`src/rtl/mul_scheduler.sv`:
```
// Issue scheduler for the shared multi-cycle multiplier: one buffered request
// per port, round-robin grant, start/finish sequencing and a tagged writeback.
module mul_scheduler #(
  parameter int NUM_REQ   = 2,
  parameter int ID_W      = 2,
  parameter int PRF_WIDTH = 6
) (
  input  logic                           clk,
  input  logic                           rst,
  input  logic                           flush,
  input  logic [NUM_REQ-1:0]             req_valid,
  output logic [NUM_REQ-1:0]             req_ready,
  input  logic [NUM_REQ*10-1:0]          req_op,
  input  logic [NUM_REQ*64-1:0]          req_op1,
  input  logic [NUM_REQ*64-1:0]          req_op2,
  input  logic [NUM_REQ*PRF_WIDTH-1:0]   req_prd,
  output logic                           mul_start,
  output logic [9:0]                     mul_op_f3,
  output logic [63:0]                    mul_op1,
  output logic [63:0]                    mul_op2,
  input  logic [63:0]                    mul_product,
  input  logic                           mul_finish,
  input  logic                           mul_busy,
  output logic                           wb_valid,
  input  logic                           wb_ready,
  output logic [63:0]                    wb_data,
  output logic [PRF_WIDTH-1:0]           wb_prd,
  output logic [ID_W-1:0]                wb_src,
  output logic [2:0]                     dbg_state
);

  // Handshakes: a transfer happens on a rising edge where valid and ready are
  // both high; valid never depends on ready, and an offered writeback holds
  // its data stable until it is taken (or killed by flush/reset).

  typedef enum logic [2:0] {
    IDLE  = 3'd0,
    ISSUE = 3'd1,
    WAIT  = 3'd2,
    RESP  = 3'd3,
    DRAIN = 3'd4
  } state_t;

  state_t state, state_nxt;

  logic [NUM_REQ-1:0]   slot_valid;
  logic [9:0]           slot_op  [NUM_REQ];
  logic [63:0]          slot_op1 [NUM_REQ];
  logic [63:0]          slot_op2 [NUM_REQ];
  logic [PRF_WIDTH-1:0] slot_prd [NUM_REQ];

  logic [ID_W-1:0]      last;
  logic [ID_W-1:0]      win;
  logic [ID_W:0]        pos;
  logic [NUM_REQ-1:0]   rot;
  logic                 win_found;
  logic                 grant;

  logic [9:0]           sel_op;
  logic [63:0]          sel_op1;
  logic [63:0]          sel_op2;
  logic [PRF_WIDTH-1:0] sel_prd;
  logic [PRF_WIDTH-1:0] prd_q;
  logic [ID_W-1:0]      src_q;

  // Ready is built from registered slot state, so a freed slot refills next cycle.
  assign req_ready = ~slot_valid & {NUM_REQ{~flush}};
  assign grant     = (state == IDLE) && win_found && !mul_busy && !flush;
  assign mul_start = (state == ISSUE) && !flush;
  assign wb_valid  = (state == RESP) && !flush;
  assign wb_prd    = prd_q;
  assign wb_src    = src_q;
  assign dbg_state = state;

  // Round-robin pick: rotate the valid mask so the port after `last` is bit 0.
  always_comb begin
    rot       = NUM_REQ'({slot_valid, slot_valid} >> ({1'b0, last} + 1'b1));
    pos       = '0;
    win_found = 1'b0;
    for (int j = 0; j < NUM_REQ; j++) begin
      if (!win_found && rot[j]) begin
        win_found = 1'b1;
        pos       = {1'b0, last} + 1'b1 + (ID_W+1)'(j);
      end
    end
    if (pos >= (ID_W+1)'(NUM_REQ)) pos = pos - (ID_W+1)'(NUM_REQ);
    win = pos[ID_W-1:0];
  end

  // Operand mux for the winning slot.
  always_comb begin
    sel_op  = '0;
    sel_op1 = '0;
    sel_op2 = '0;
    sel_prd = '0;
    for (int i = 0; i < NUM_REQ; i++) begin
      if (win == ID_W'(i)) begin
        sel_op  = slot_op[i];
        sel_op1 = slot_op1[i];
        sel_op2 = slot_op2[i];
        sel_prd = slot_prd[i];
      end
    end
  end

  // Request slots: load on handshake, free on grant, wiped by flush or reset.
  always_ff @(posedge clk) begin
    if (!rst || flush) begin
      slot_valid <= '0;
    end else begin
      for (int i = 0; i < NUM_REQ; i++) begin
        if (grant && (win == ID_W'(i))) slot_valid[i] <= 1'b0;
        if (req_valid[i] && req_ready[i]) begin
          slot_valid[i] <= 1'b1;
          slot_op[i]    <= req_op[i*10 +: 10];
          slot_op1[i]   <= req_op1[i*64 +: 64];
          slot_op2[i]   <= req_op2[i*64 +: 64];
          slot_prd[i]   <= req_prd[i*PRF_WIDTH +: PRF_WIDTH];
        end
      end
    end
  end

  // Issue operands, tag, pointer and captured product; only a grant moves them.
  always_ff @(posedge clk) begin
    if (!rst) begin
      mul_op_f3 <= '0;
      mul_op1   <= '0;
      mul_op2   <= '0;
      prd_q     <= '0;
      src_q     <= '0;
      wb_data   <= '0;
      last      <= ID_W'(NUM_REQ-1);
    end else begin
      if (grant) begin
        mul_op_f3 <= sel_op;
        mul_op1   <= sel_op1;
        mul_op2   <= sel_op2;
        prd_q     <= sel_prd;
        src_q     <= win;
        last      <= win;
      end
      if ((state == WAIT) && mul_finish && !flush) wb_data <= mul_product;
    end
  end

  // State register.
  always_ff @(posedge clk) begin
    if (!rst) state <= IDLE;
    else      state <= state_nxt;
  end

  // Next state; flush overrides every normal transition.
  always_comb begin
    state_nxt = state;
    case (state)
      IDLE:    if (grant) state_nxt = ISSUE;
      ISSUE:   state_nxt = flush ? IDLE : WAIT;
      WAIT: begin
        if (flush)           state_nxt = mul_finish ? IDLE : DRAIN;
        else if (mul_finish) state_nxt = RESP;
      end
      RESP:    if (flush || wb_ready) state_nxt = IDLE;
      DRAIN:   if (mul_finish) state_nxt = IDLE;
      default: state_nxt = IDLE;
    endcase
  end

endmodule

```
`config.mk`:
```
export PLATFORM = sky130hd
export DESIGN_NAME = mul_scheduler
export DESIGN_NICKNAME = d
export VERILOG_FILES = /design/src/rtl/mul_scheduler.sv
export SDC_FILE = /design/constraint.sdc
export NUM_CORES = 1
export LEC_CHECK = 0
export CAP_MARGIN = 20
export CORE_AREA = 2 2 226 228
export CTS_CLUSTER_DIAMETER = 200
export DETAILED_ROUTE_END_ITERATION = 6
export DIE_AREA = 0 0 228 230
export GPL_ROUTABILITY_DRIVEN = 1
export PLACE_DENSITY = 0.66
export RECOVER_POWER = 100
export SLEW_MARGIN = 20
export SYNTH_ARGS = -nofsm -noshare
export SYNTH_HDL_FRONTEND = slang
export SYNTH_SLANG_ARGS = --single-unit
export TNS_END_PERCENT = 30
```
`constraint.sdc`:
```
create_clock -name clk -period 13.1 [get_ports clk]
set_clock_uncertainty 0.15 [all_clocks]
set_input_delay 1.31 -clock clk [delete_from_list [all_inputs] [get_ports clk]]
set_output_delay 1.31 -clock clk [all_outputs]
set_load 0.01 [all_outputs]
```
==> results.yml, run 1 <==
setup_path:
  crit_fanout: 72
  criticalPathCategory: "in -> reg"
  worstSetupEndpointType: "flip-flop"
  crit_arrival_ns: 7.97
  crit_required_ns: 13.07
  cp-start-kind: "input port"
layout:
  instances_no_fill: 2430
  drive_gt1_share_pct: 5.27
  fin_nets: 2064
  final_area_sq_mm: 0.0252
  fin_util_pct: 50.6
  n_fill_cell: 4287
  area_delta_synth_final_pct: 48.1
  final_common_cell: "dlygate4sd3_1"
  final_cell_mix: "506 x dlygate4sd3_1, 288 x edfxtp_1, 216 x dfxtp_1"
yosys:
  synth_simple_gate_area_share_pct: 4.13
  netlist_area_sq_mm: 0.0170
  synth.distinct_cells: 37
  yosys_warnings: 0
  synth.area.mux_share_pct: 0.0588
  yosys.area_share.xor_xnor_pct: 0.206
  synth_compound_area_share_pct: 17.4
  syn_inst: 1130
  yosys_register_bits: 504
  synth_top_family_by_area: "compound AO/OA/AOI/OAI gates"
  synth_fa_ha_area_share_pct: 0.147
  yosysSeqAreaShare_pct: 76.1
  synth_nets: 1492
  syn_avg_cell_area_sq_um: 15.1
clocking:
  cts_buffers: 52
  clkTransAtPathRegs_ns: 0.06
  clk_latency_ns: 0.60
  holdBufCountCts: 0
  cts_tree: "yes"
  clk_path_buf_depth: 3
  cts_max_level: 2
  cts-resized-gates: 0
  clock_sinks: 504
  cts_root_buf: "clkbuf_16"
  post_cts_buffers: 0
placed_design:
  place_inst: 2320
  io_buffers: 576
  dp_hpwl_um: 32900
  place_area_sq_mm: 0.0235
  gp_congestion: 0.830
global_route:
  overflow: 0
  first_global_vias: 12000
  grt_max_degree: 84
  track_usage_pct: 18.0
  grt_pass1_wl_um: 72700
  antenna_found_initial: 23
detailed_routing:
  ant_nets: 0
  post_drt_wl_per_cell_um: 19.9
  viasPerCell: 4.75
  drtIter0Drc: 691
  first_pass_iters: 5
  vias: 11500
  drc_errors: 0
  routed_wl_um: 48500
timing:
  relSlewSlack_pct: -187
  setup_violations: 0
  hold_ws_ns: 0.286
  finalMaxSlewViolations: 399
  hold_viol: 0
  tightest_slew_ns: 4.30
  fin_crit_ns: 7.99
  maxClockFrequency_mhz: 125
  rsz0062_at_grt: "false"
  period_share_pct: 61.0
die:
  die_x_um: 228
  rows: 82
  ios: 577
  die_h_um: 230
  design.core.area_sq_mm: 0.0499
  initial_core_util_pct: 34.2
  dieArea_sq_mm: 0.0524
run:
  maxCapViolCount: 6
outcome:
  violations: "max-capacitance violations, max-slew violations"
  status: "complete, but fails checks"
power:
  internal_power_mw: 2.73
  leakagePower_nw: 10.6
  irDropWorstVdd_v: 0.000103
  p_comb_share_pct: 5.5
  switchingPower_mw: 0.703
  powerDensity_mw_per_mm2: 136
  pwr-share-seq_pct: 50.5
  p_sw_share_pct: 20.5
  power_mw: 3.44
  p_clk_share_pct: 44.0
hold_path:
  hp-class: "reg -> reg"
[final cells by class]
type,instances,area [sq um],area share [%]
diodes,13,32.5,0.129
clock buffers,73,1460,5.79
clock inverters,24,313,1.24
inverters,4,15.0,0.0595
multi-input cells,549,3760,14.9
flip-flops and latches,504,13000,51.4
well taps,672,841,3.33
repair buffers,591,5840,23.1
[path summary, 6_finish.rpt]
path / end / from / cells after the start / slack (ns)
worst min register to register: mul_op2[4]$_SDFFE_PN0P_ / slot_op2[0][4]$_DFFE_PP_ / 1 / 0.29
worst max-delay path: slot_op2[0][57]$_DFFE_PP_ / rst / 6 / 5.11
worst max register to register: mul_op2[8]$_SDFFE_PN0P_ / dbg_state[0]$_SDFFE_PN0P_ / 6 / 7.65
worst min-delay path: mul_op2[4]$_SDFFE_PN0P_ / slot_op2[0][4]$_DFFE_PP_ / 1 / 0.29
[power by group through the flow]
stage / sequential [mW] / clock (mW) / combinational, mW
final: 1.74 / 1.51 / 0.188
after global routing: 1.74 / 1.62 / 0.202
after CTS: 1.73 / 1.55 / 0.214
after detailed placement: 1.77 / 0 / 0.213
after global placement: 1.77 / 0 / 0.210
after floorplan: 1.78 / 0 / 0.0487
[Yosys cell counts]
cell type / number / area [sq um]
inv_1: 4 / 15.0
a21oi_1: 2 / 10.0
nor2b_1: 1 / 6.26
nand2b_1: 4 / 25.0
mux2i_1: 1 / 10.0
dfxtp_1: 216 / 4320
o21ba_2: 1 / 10.0
and3_1: 3 / 18.8
a22o_1: 144 / 1260
edfxtp_1: 288 / 8650
a21o_1: 145 / 1090
o21ai_0: 4 / 20.0
a222oi_1: 1 / 10.0
or2_2: 3 / 18.8
nand4b_1: 1 / 8.76
a21boi_0: 66 / 495
nor2_1: 13 / 48.8
a211oi_1: 1 / 7.51
nor4_1: 2 / 12.5
o22ai_1: 1 / 6.26
nor3b_1: 2 / 15.0
clkbuf_1: 46 / 173
buf_1: 8 / 30.0
o2bb2ai_1: 1 / 8.76
o2111ai_1: 1 / 8.76
nand3_1: 3 / 15.0
buf_2: 15 / 75.1
xnor2_1: 4 / 35.0
nand2_1: 136 / 510
nor4_2: 1 / 12.5
a2111oi_0: 1 / 8.76
buf_4: 3 / 22.5
and2_1: 2 / 12.5
buf_6: 1 / 11.3
a211oi_2: 1 / 12.5
ha_1: 2 / 25.0
o211ai_1: 2 / 15.0
[cells by family (layout without fill, tap and decap cells)]
logic type	Yosys count	in the layout
AO/OA/AOI/OAI	371	371
adder cells (fa/ha/maj)	2	2
multiplexers	1	1
XOR/XNOR	4	4
buffers and inverters	77	692
flip-flops	504	504
AND/OR/NAND/NOR	171	171
other	0	13
[state kept, by name (all words and copies together) (netlist names)]
name,flops
last,2
wb_data,64
slot_valid,2
slot_op1,128
slot_op2,128
slot_op,20
wb_prd,6
mul_op_f3,10
slot_prd,12
wb_src,1
mul_op2,64
dbg_state,3
mul_op1,64
[metrics by stage]
stage / setup WS, ns / setup TNS (ns)
2_1_floorplan: -0.0687 / -19.79
3_3_place_gp: 8.59 / 0
3_5_place_dp: 8.53 / 0
4_1_cts: 8.75 / 0
5_1_grt: 4.51 / 0
6_report: 5.11 / 0
[worst max-delay path: stages]
cell      delay (ns)
buf_2           0.07
clkbuf_1        1.77
nand2b_1        0.43
nor3b_1         0.61
clkbuf_1        1.10
clkbuf_1        2.58
[layer usage]
metal / share of wire, % / wire [um] / global-route usage [%]
met1: 39 / 18700 / 20.5
met2: 50 / 24300 / 30.8
met3: 7.9 / 3810 / 6.31
met4: 3.2 / 1550 / 7.39
met5: 0.27 / 131 / 0
Note: power is estimated with default switching activity, not from simulation.
==> run 2, diff against run 1 <==
==> constraint.sdc (replaced) <==
create_clock -name clk -period 6.4 [get_ports clk]
set_clock_uncertainty 0.15 [all_clocks]
set_input_delay 0.64 -clock clk [delete_from_list [all_inputs] [get_ports clk]]
set_output_delay 0.64 -clock clk [all_outputs]
set_load 0.01 [all_outputs]
==> results.yml, run 2 (synthesis results as in run 1) <==
die:
  rows: 82
  ios: 577
  dieArea_sq_mm: 0.0524
  die_x_um: 228
  design.core.area_sq_mm: 0.0499
  initial_core_util_pct: 34.2
  die_h_um: 230
power:
  leakagePower_nw: 10.6
  p_sw_share_pct: 20.8
  powerDensity_mw_per_mm2: 274
  irDropWorstVdd_v: 0.000286
  power_mw: 6.89
  internal_power_mw: 5.45
  switchingPower_mw: 1.43
  p_clk_share_pct: 42.8
  p_comb_share_pct: 5.6
  pwr-share-seq_pct: 51.5
setup_path:
  crit_fanout: 77
  crit_arrival_ns: 4.68
  r2r_cells: 6
  cp-start-kind: "flip-flop"
  regToRegStartpoint: "last[0]$_SDFFE_PN1P_"
  criticalPathCategory: "reg -> reg"
  worstSetupEndpointType: "flip-flop"
  r2r_end: "mul_op1[16]$_SDFFE_PN0P_"
  rrSetupSlack_ns: 2.09
  crit_required_ns: 6.77
outcome:
  status: "complete, but fails checks"
  violations: "max-capacitance violations, max-slew violations"
detailed_routing:
  drtIter0Drc: 609
  routed_wl_um: 48600
  first_pass_iters: 5
  viasPerCell: 4.79
  ant_nets: 0
  post_drt_wl_per_cell_um: 20.0
  drc_errors: 0
  vias: 11600
clocking:
  clk_path_buf_depth: 3
  cts_buffers: 52
  cts-resized-gates: 0
  cts_root_buf: "clkbuf_16"
  holdBufCountCts: 0
  cts_max_level: 2
  clock_sinks: 504
  clkTransAtPathRegs_ns: 0.06
  post_cts_buffers: 0
  cts_tree: "yes"
  clk_latency_ns: 0.59
global_route:
  antenna_found_initial: 24
  overflow: 0
  grt_busiest_layer: "met2"
  first_global_vias: 12000
  grt_util_met2_pct: 30.1
  met3_usage_pct: 5.57
  grtUsageMet1_pct: 21.5
  grt_pass1_wl_um: 72500
  grt_max_degree: 145
  track_usage_pct: 17.9
timing:
  period_share_pct: 67.4
  setup_violations: 0
  fin_setup_tns_ns: 0
  fin_crit_ns: 4.31
  tightest_slew_ns: 2.79
  maxClockFrequency_mhz: 232
  hold_viol: 0
  layout_setup_ws_ns: 2.09
  finalMaxSlewViolations: 177
  relSlewSlack_pct: -85.8
  rsz0062_at_grt: "false"
layout:
  fin_nets: 2060
  area_delta_synth_final_pct: 47.7
  reg_top3: "slot_op1 (128), slot_op2 (128)"
  final_cell_mix: "506 x dlygate4sd3_1, 288 x edfxtp_1, 216 x dfxtp_1"
  final_common_cell: "dlygate4sd3_1"
  drive_gt1_share_pct: 5.45
hold_path:
  hp-class: "reg -> reg"
  hold_path_depth: 1
  min_delay_worst_endpoint: "mul_op_f3[7]$_SDFFE_PN0P_"
  hold_path_startpoint: "slot_op[0][7]$_DFFE_PP_"
placed_design:
  io_buffers: 576
  gp_congestion: 0.855
  pre_cts_slack_ns: 2.81
  dp_hpwl_um: 32200
run:
  maxCapViolCount: 3
-- run 2: per-layer routing --
layer | part of all wire (%) | routed length, um | up-vias
met5 | 0.20 | 95 | -
met4 | 2.8 | 1380 | 16
met3 | 7.6 | 3670 | 97
met2 | 50 | 24300 | 426
met1 | 39 | 19100 | 5699
li1 | - | - | 5394
-- run 2: cell type report --
type | instances | area [sq um]
Fill cell | 4304 | 24700
Sequential cell | 504 | 13000
Timing Repair Buffer | 587 | 5860
Multi-Input combinational cell | 549 | 3760
Clock buffer | 76 | 1490
Tap cell | 672 | 841
Clock inverter | 22 | 186
Antenna cell | 16 | 40.0
Inverter | 4 | 15.0
-- run 2: worst max-delay path by stage --
stage / endpoint / cells past startpoint / startpoint / slack, ns
3_3_place_gp: slot_op2[0][70]$_DFFE_PP_ / 6 / rst / 2.80
3_5_place_dp: slot_op1[0][98]$_DFFE_PP_ / 6 / rst / 2.81
4_1_cts: mul_op2[1]$_SDFFE_PN0P_ / 6 / last[0]$_SDFFE_PN1P_ / 3.24
6_report: mul_op1[16]$_SDFFE_PN0P_ / 6 / last[0]$_SDFFE_PN1P_ / 2.09
5_1_grt: mul_op1[16]$_SDFFE_PN0P_ / 6 / last[0]$_SDFFE_PN1P_ / 1.75
2_1_floorplan: slot_op1[0][0]$_DFFE_PP_ / 3 / rst / -0.98
-- run 2: worst max-delay path: stages (launching register included) --
cell	delay [ns]
dfxtp_1	0.56
nor2b_1	0.14
o211ai_1	0.51
and2_4	0.79
clkbuf_2	1.52
a22o_1	0.29
a21o_1	0.10
-- run 2: power by group through the flow --
| stage | combinational [mW] | clock, mW | sequential, mW |
|---|---|---|---|
| floorplan | 0.100 | 0 | 3.63 |
| global placement | 0.435 | 0 | 3.61 |
| detailed placement | 0.440 | 0 | 3.62 |
| CTS | 0.443 | 3.02 | 3.55 |
| global route | 0.415 | 3.17 | 3.55 |
| finish | 0.387 | 2.95 | 3.55 |
-- run 2: through the flow --
stage | hold slack [ns] | instance area (sq um) | cells | utilization, %
6_report | 0.273 | 25200 | 2430 | 50.5
3_3_place_gp | 0.270 | 23500 | 2316 | 47.1
3_5_place_dp | 0.276 | 23500 | 2316 | 47.1
4_1_cts | 0.269 | 25200 | 2414 | 50.5
5_1_grt | 0.294 | 25200 | 2428 | 50.5
2_1_floorplan | 0.269 | 17000 | 1130 | -
